File: config.mk
export PLATFORM = sky130hd
export DESIGN_NAME = izh_array
export DESIGN_NICKNAME = d
export VERILOG_FILES = /design/src/rtl/izh_array.sv
export SDC_FILE = /design/constraint.sdc
export NUM_CORES = 2
export LEC_CHECK = 0
export CAP_MARGIN = 20
export CORE_MARGIN = 3
export CORE_UTILIZATION = 50
export CTS_BUF_LIST = sky130_fd_sc_hd__clkbuf_4
export DETAILED_ROUTE_END_ITERATION = 10
export PLACE_DENSITY = 0.68
export SYNTH_ARGS = -nofsm -noshare
export SYNTH_HDL_FRONTEND = slang
export SYNTH_SLANG_ARGS = --single-unit
File: constraint.sdc
create_clock -name clk -period 10.84 [get_ports clk]
set_clock_uncertainty 0.15 [all_clocks]
set_input_delay 2.71 -clock clk [delete_from_list [all_inputs] [get_ports clk]]
set_output_delay 2.71 -clock clk [all_outputs]
set_load 0.05 [all_outputs]
File: src/rtl/izh_array.sv
// izh_array: N_NEURONS Izhikevich neurons sharing one fixed-point Euler datapath, stepped on `tick`.
// Build macro IZH_NOISE_EN adds a 16-bit Galois LFSR noise term to each neuron's input current.
module izh_array #(
    parameter int N_NEURONS = 8,
    parameter int WIDTH     = 16,
    parameter int FRAC      = 4,
    parameter int A_SH      = 6,
    parameter int B_SH      = 2,
    parameter int DT_SH     = 0,
    parameter int C_RST     = -1040,
    parameter int D_INC     = 128,
    parameter int V_PEAK    = 480,
    localparam int AW       = $clog2(N_NEURONS)
) (
    input  logic                 clk,
    input  logic                 rst_n,
    input  logic                 tick,
    input  logic                 cur_we,
    input  logic [AW-1:0]        cur_addr,
    input  logic [7:0]           cur_data,
    input  logic [AW-1:0]        mon_addr,
    output logic [WIDTH-1:0]     mon_v,
    output logic                 spike_valid,
    output logic [AW-1:0]        spike_id,
    output logic [N_NEURONS-1:0] spike_vec,
    output logic                 busy,
    output logic                 done,
    output logic                 overrun
);

    localparam int IW = 2*WIDTH + 4;

    localparam logic signed [WIDTH-1:0] C_RST_W = WIDTH'(C_RST);
    localparam logic signed [WIDTH-1:0] U_RST_W = C_RST_W >>> B_SH;
    localparam logic signed [IW-1:0]    K140_X  = IW'(140) <<< FRAC;
    localparam logic signed [IW-1:0]    PEAK_X  = IW'(V_PEAK);
    localparam logic signed [IW-1:0]    DINC_X  = IW'(D_INC);
    localparam logic signed [IW-1:0]    SMAX_X  = {{(IW-WIDTH+1){1'b0}}, {(WIDTH-1){1'b1}}};
    localparam logic signed [IW-1:0]    SMIN_X  = {{(IW-WIDTH+1){1'b1}}, {(WIDTH-1){1'b0}}};

    typedef enum logic [1:0] {
        S_IDLE  = 2'd0,
        S_LOAD  = 2'd1,
        S_CALC  = 2'd2,
        S_STORE = 2'd3
    } state_t;

    function automatic logic signed [WIDTH-1:0] sat(input logic signed [IW-1:0] x);
        logic signed [WIDTH-1:0] r;
        if (x > SMAX_X) begin
            r = SMAX_X[WIDTH-1:0];
        end else if (x < SMIN_X) begin
            r = SMIN_X[WIDTH-1:0];
        end else begin
            r = x[WIDTH-1:0];
        end
        return r;
    endfunction

    function automatic logic signed [IW-1:0] sx(input logic signed [WIDTH-1:0] x);
        return {{(IW-WIDTH){x[WIDTH-1]}}, x};
    endfunction

    state_t                  state_r;
    state_t                  state_nx_s;
    logic [AW-1:0]           idx_r;
    logic signed [WIDTH-1:0] v_mem_r   [N_NEURONS];
    logic signed [WIDTH-1:0] u_mem_r   [N_NEURONS];
    logic [7:0]              cur_mem_r [N_NEURONS];
    logic signed [WIDTH-1:0] v_ld_r;
    logic signed [WIDTH-1:0] u_ld_r;
    logic [7:0]              cur_ld_r;
    logic signed [IW-1:0]    vn_r;
    logic signed [IW-1:0]    un_r;
    logic [WIDTH-1:0]        mon_v_r;
    logic                    spike_valid_r;
    logic [AW-1:0]           spike_id_r;
    logic [N_NEURONS-1:0]    spike_vec_r;
    logic [N_NEURONS-1:0]    vec_acc_r;
    logic                    busy_r;
    logic                    done_r;
    logic                    overrun_r;

    logic                    start_s;
    logic                    ld_s;
    logic                    calc_s;
    logic                    st_s;
    logic                    ign_s;
    logic                    last_s;
    logic                    fin_s;
    logic                    fire_s;
    logic [N_NEURONS-1:0]    bit_s;
    logic [8:0]              cur_eff_s;
    logic signed [IW-1:0]    v_x_s;
    logic signed [IW-1:0]    u_x_s;
    logic signed [IW-1:0]    p_s;
    logic signed [IW-1:0]    sq_s;
    logic signed [IW-1:0]    i_s;
    logic signed [IW-1:0]    dv_s;
    logic signed [IW-1:0]    vn_s;
    logic signed [IW-1:0]    un_s;
    logic signed [WIDTH-1:0] v_st_s;
    logic signed [WIDTH-1:0] u_st_s;

    assign last_s = (idx_r == AW'(N_NEURONS-1));
    assign fin_s  = st_s & last_s;
    assign bit_s  = {{(N_NEURONS-1){1'b0}}, 1'b1} << idx_r;

    // FSM state register
    always_ff @(posedge clk or negedge rst_n) begin
        if (!rst_n) begin
            state_r <= S_IDLE;
        end else begin
            state_r <= state_nx_s;
        end
    end

    // FSM next-state: LOAD/CALC/STORE per neuron, back to IDLE after the last index
    always_comb begin
        state_nx_s = state_r;
        case (state_r)
            S_IDLE: begin
                if (tick) state_nx_s = S_LOAD;
                else      state_nx_s = S_IDLE;
            end
            S_LOAD:  state_nx_s = S_CALC;
            S_CALC:  state_nx_s = S_STORE;
            S_STORE: begin
                if (last_s) state_nx_s = S_IDLE;
                else        state_nx_s = S_LOAD;
            end
            default: state_nx_s = S_IDLE;
        endcase
    end

    // FSM outputs: per-phase datapath strobes and ignored-tick detection
    always_comb begin
        start_s = 1'b0;
        ld_s    = 1'b0;
        calc_s  = 1'b0;
        st_s    = 1'b0;
        ign_s   = 1'b0;
        case (state_r)
            S_IDLE:  start_s = tick;
            S_LOAD:  begin ld_s   = 1'b1; ign_s = tick; end
            S_CALC:  begin calc_s = 1'b1; ign_s = tick; end
            S_STORE: begin st_s   = 1'b1; ign_s = tick; end
            default: begin
                start_s = 1'b0;
                ign_s   = 1'b0;
            end
        endcase
    end

`ifdef IZH_NOISE_EN
    logic [15:0] lfsr_r;

    // Galois LFSR (taps 16,14,13,11), advanced once per CALC
    always_ff @(posedge clk or negedge rst_n) begin
        if (!rst_n) begin
            lfsr_r <= 16'hACE1;
        end else if (calc_s) begin
            lfsr_r <= {1'b0, lfsr_r[15:1]} ^ (lfsr_r[0] ? 16'hB400 : 16'h0000);
        end else begin
            lfsr_r <= lfsr_r;
        end
    end

    assign cur_eff_s = {1'b0, cur_ld_r} + {5'b0_0000, lfsr_r[3:0]};
`else
    assign cur_eff_s = {1'b0, cur_ld_r};
`endif

    // Euler step on the loaded neuron; recovery update uses the pre-step v
    always_comb begin
        v_x_s = sx(v_ld_r);
        u_x_s = sx(u_ld_r);
        p_s   = (v_x_s * v_x_s) >>> FRAC;
        sq_s  = (p_s >>> 5) + (p_s >>> 7);
        i_s   = $signed({{(IW-9){1'b0}}, cur_eff_s}) <<< FRAC;
        dv_s  = sq_s + (v_x_s <<< 2) + v_x_s + K140_X - u_x_s + i_s;
        vn_s  = v_x_s + (dv_s >>> DT_SH);
        un_s  = u_x_s + (((v_x_s >>> B_SH) - u_x_s) >>> A_SH);
    end

    // Spike decision and saturated write-back values
    always_comb begin
        fire_s = (vn_r >= PEAK_X);
        if (fire_s) begin
            v_st_s = C_RST_W;
            u_st_s = sat(un_r + DINC_X);
        end else begin
            v_st_s = sat(vn_r);
            u_st_s = sat(un_r);
        end
    end

    // Sequencing: neuron index, busy/done and sticky overrun
    always_ff @(posedge clk or negedge rst_n) begin
        if (!rst_n) begin
            idx_r     <= {AW{1'b0}};
            busy_r    <= 1'b0;
            done_r    <= 1'b0;
            overrun_r <= 1'b0;
        end else begin
            if (start_s) begin
                idx_r <= {AW{1'b0}};
            end else if (st_s && !last_s) begin
                idx_r <= idx_r + {{(AW-1){1'b0}}, 1'b1};
            end else begin
                idx_r <= idx_r;
            end
            if (start_s)    busy_r <= 1'b1;
            else if (fin_s) busy_r <= 1'b0;
            else            busy_r <= busy_r;
            done_r    <= fin_s;
            overrun_r <= overrun_r | ign_s;
        end
    end

    // Pipeline registers: LOAD snapshot (pre-write current) and CALC results
    always_ff @(posedge clk or negedge rst_n) begin
        if (!rst_n) begin
            v_ld_r   <= C_RST_W;
            u_ld_r   <= U_RST_W;
            cur_ld_r <= 8'd0;
            vn_r     <= {IW{1'b0}};
            un_r     <= {IW{1'b0}};
        end else begin
            if (ld_s) begin
                v_ld_r   <= v_mem_r[idx_r];
                u_ld_r   <= u_mem_r[idx_r];
                cur_ld_r <= cur_mem_r[idx_r];
            end else begin
                v_ld_r   <= v_ld_r;
                u_ld_r   <= u_ld_r;
                cur_ld_r <= cur_ld_r;
            end
            if (calc_s) begin
                vn_r <= vn_s;
                un_r <= un_s;
            end else begin
                vn_r <= vn_r;
                un_r <= un_r;
            end
        end
    end

    // Per-neuron state and host-written currents
    always_ff @(posedge clk or negedge rst_n) begin
        if (!rst_n) begin
            for (int i = 0; i < N_NEURONS; i++) begin
                v_mem_r[i]   <= C_RST_W;
                u_mem_r[i]   <= U_RST_W;
                cur_mem_r[i] <= 8'd0;
            end
        end else begin
            if (cur_we) cur_mem_r[cur_addr] <= cur_data;
            if (st_s) begin
                v_mem_r[idx_r] <= v_st_s;
                u_mem_r[idx_r] <= u_st_s;
            end
        end
    end

    // Spike event, accumulated fire flags and published spike vector
    always_ff @(posedge clk or negedge rst_n) begin
        if (!rst_n) begin
            spike_valid_r <= 1'b0;
            spike_id_r    <= {AW{1'b0}};
            vec_acc_r     <= {N_NEURONS{1'b0}};
            spike_vec_r   <= {N_NEURONS{1'b0}};
        end else begin
            spike_valid_r <= st_s & fire_s;
            spike_id_r    <= (st_s && fire_s) ? idx_r : {AW{1'b0}};
            if (start_s) begin
                vec_acc_r <= {N_NEURONS{1'b0}};
            end else if (st_s && fire_s) begin
                vec_acc_r <= vec_acc_r | bit_s;
            end else begin
                vec_acc_r <= vec_acc_r;
            end
            if (fin_s) spike_vec_r <= vec_acc_r | (fire_s ? bit_s : {N_NEURONS{1'b0}});
            else       spike_vec_r <= spike_vec_r;
        end
    end

    // Monitor port: one-cycle registered view of v[mon_addr]
    always_ff @(posedge clk or negedge rst_n) begin
        if (!rst_n) begin
            mon_v_r <= C_RST_W;
        end else begin
            mon_v_r <= v_mem_r[mon_addr];
        end
    end

    assign mon_v       = mon_v_r;
    assign spike_valid = spike_valid_r;
    assign spike_id    = spike_id_r;
    assign spike_vec   = spike_vec_r;
    assign busy        = busy_r;
    assign done        = done_r;
    assign overrun     = overrun_r;

endmodule

==> implementation parameters <==
Parameter                              Value

Status
  Status    finished, final reports clean

Place
  HPWL reported at the end of detailed placement    61,580 um
  Port buffer count    48
  Pre-CTS worst setup slack    0.1406 ns
  Global placer's final weighted congestion    0.9403

Detailed routing
  Antenna violation net count after detailed routing    0
  Initial DRC count    1,564
  DRT Wirelength    85,810 um
  Post-detailed-route wirelength per cell    20.15 um
  Length of the first detailed-routing pass in iterations    5
  Post-DR vias/cell    5.681
  Total number of vias    24,200
  DRC viols    0

Global route
  Vias in the first global route    25,900
  Global-route wire length before repair    138,900 um
  Total routing usage reported by global routing    24.96%
  Congestion Overflow GR    0
  Pin count of the biggest net entering global routing    179
  Antenna violations before repair    2

Die
  Floorplan Core Area    0.06622 mm^2
  Number of placed I/O pins    49
  Row cnt    94
  Die Wd    265.2 um
  Starting utilization of the core area    50.73%
  Die Footprint    0.07033 mm^2
  Die height    265.2 um

Timing
  Pins Over Slew Limit    0
  Number of failing hold endpoints at the final stage    0
  Min setup slack post-route    0.4091 ns
  Number of endpoints failing setup at the final stage    0
  Share of the clock period used by the worst path    96.23%
  Rel. slew slack    29.40%
  Least-Margin Pin Slew    1.059 ns
  Highest Clock Rate    95.87 MHz
  Clock period minus worst slack    10.43 ns

Layout
  Count of filler cells inserted in the layout    5,578
  Total number of nets in the final design    3,825
  Highest-count cells in the layout ignoring fill and taps    inv_1, nand2_1, fa_1
  Proportion of layout cells with a drive suffix above 1    22.93%
  Area growth, synth to finish    10.24%
  Most common library cell in the layout ignoring fill and taps    inv_1

Clock network
  CTS buffer count    111
  CTS root buffer    clkbuf_4
  Count of clock tree sinks    451
  TritonCTS clock tree    yes
  Clk pin slew, worst setup/hold paths    0.08 ns
  H-tree Lvls    3
  Worst-Skew Late Latency    0.89 ns
  Buffers from clock root to sink, at most    3

Logic synthesis
  Number of synthesized flops with an enable pin    0
  Area fraction of the dominant cell type after synthesis    17.88%
  YS warnings    0
  Fraction of the yosys area taken by sequential cells    34.44%
  Cell Area, Synth    0.03359 mm^2
  Mean post-synth cell area    10.53 um^2
  Synth top area cells    fa_1, dfstp_2, dfrtp_1, ha_1, mux4_2
  Register bit total from synthesis    451
  Post-Syn Instances    3,190
  Proportion of synthesized flip-flops having asynchronous set or reset    100.0%
  Synthesized net count    3,721
  Post-synth top area cell    fa_1
  Netlist cell types    71
  Main flop type after synthesis    dfstp_2

Worst setup path
  Biggest cell delay along the critical path    0.74 ns
  Critical Path Most Common Cell    fa_1
  CP Class    reg -> reg
  Worst-path maximum fanout    10
  Type of element launching the critical path    flop
  Critical path endpoint category    flop
  Endpoint required time on the critical path    11.40 ns
  Cell type of the slowest stage on the worst timing path    dfstp_4
  Arrival @ worst endpoint    10.99 ns

Job
  Max capacitance violation total    0

Worst hold path
  Hold/Removal Path Class    reg -> reg
[critical path: cells and delay by family (launching register included)]
family | cells | cell delay [ns]
adders and majority gates | 12 | 5.41
AOI/OAI and AO/OA | 8 | 1.40
and+or+nand+nor | 5 | 1.39
muxes | 1 | 0.26
buffers and inverters | 7 | 0.57
xor gates and xnor gates | 2 | 0.34
DFF | 1 | 0.74
[cell usage after synthesis, drive strengths merged (19+ instances only)]
master	instances
a21o	25
a21oi	93
a22o	43
a31oi	50
clkbuf	118
dfrtp	224
dfstp	227
fa	300
ha	213
inv	454
mux2	107
mux4	112
nand2	423
nand3	21
nand4	19
nor2	193
nor3	33
o21ai	259
xnor2	59
xor2	21
[per-stage QoR]
stage               hold WS, ns  instances  cell area, um^2  utilization [%]  setup TNS, ns
CTS                      0.3212       4238            36650            55.36              0
global placement         0.3006       4026            35150            53.08              0
floorplan                0.2935       3190            33590                -              0
global route             0.3340       4258            37030            55.92       -0.02421
finish                   0.3185       4259            37030            55.93              0
detailed placement       0.3104       4026            35150            53.08              0
[worst paths after layout]
| kind | slack, ns | start | cells past startpoint | endpoint |
|---|---|---|---|---|
| setup / recovery | 0.41 | v_ld_r[4] | 35 | vn_r[25] |
| hold / removal | 0.32 | u_mem_r[118] | 2 | u_mem_r[118] |
| setup reg to reg | 0.41 | v_ld_r[4] | 35 | vn_r[25] |
| hold reg to reg | 0.32 | u_mem_r[118] | 2 | u_mem_r[118] |
| max in group asynchronous | 7.22 | rst_n | 2 | cur_mem_r[2] |
| min in group asynchronous | 1.75 | rst_n | 1 | spike_vec[0] |
[registers in the layout (all words and copies together), names as in the netlist, 2 cells and up]
signal and flops:
idx_r 3, cur_mem_r 64, u_mem_r 128, spike_id 3
v_mem_r 128, state_r 2, un_r 17, u_ld_r 16
vn_r 30, mon_v 16, spike_vec 8, vec_acc_r 8
cur_ld_r 8, v_ld_r 16
[routing by layer]
layer  part of all wire [%]  routed length (um)  vias up  track usage, %
li1                       -                   -    10930               -
met1                     43               36630    12320           33.33
met2                     48               41590      773           41.97
met3                    6.0                5187      167           3.885
met4                    2.8                2396        0           8.598
met5                      0                   0        -               0
[final cells by class]
cell class	instances	area (um^2)	area share [%]
antenna	2	5.005	0.01351
sequential	451	11590	31.30
timing repair inverter	1	7.507	0.02027
timing repair buffer	124	1095	2.956
tap	864	1081	2.919
multi-input combinational	2144	20000	54.00
inverter	461	1750	4.727
clock buffer	155	1164	3.142
clock inverter	57	342.8	0.9258
[what timing repair did]
item | CTS | global route
hold endpoints to repair | 0 | 0
setup buffers | 0 | 17
setup endpoints to repair | 0 | 16
hold buffers | 0 | 0
resized for setup | 0 | 63
[cell families (layout without fill, tap and decap cells)]
family / Yosys count / count (layout) / share of synthesized area, %
other: 0 / 2 / 0
muxes: 223 / 223 / 11.22
AOI/OAI and AO/OA: 549 / 549 / 9.904
xor gates and xnor gates: 80 / 80 / 2.086
adders and majority gates: 515 / 515 / 25.87
buffers and inverters: 595 / 798 / 6.686
DFF: 451 / 451 / 34.44
and+or+nand+nor: 777 / 777 / 9.796
Power is not shown: default switching activity piles up to over one toggle a cycle in this logic, so the estimate is an artifact.
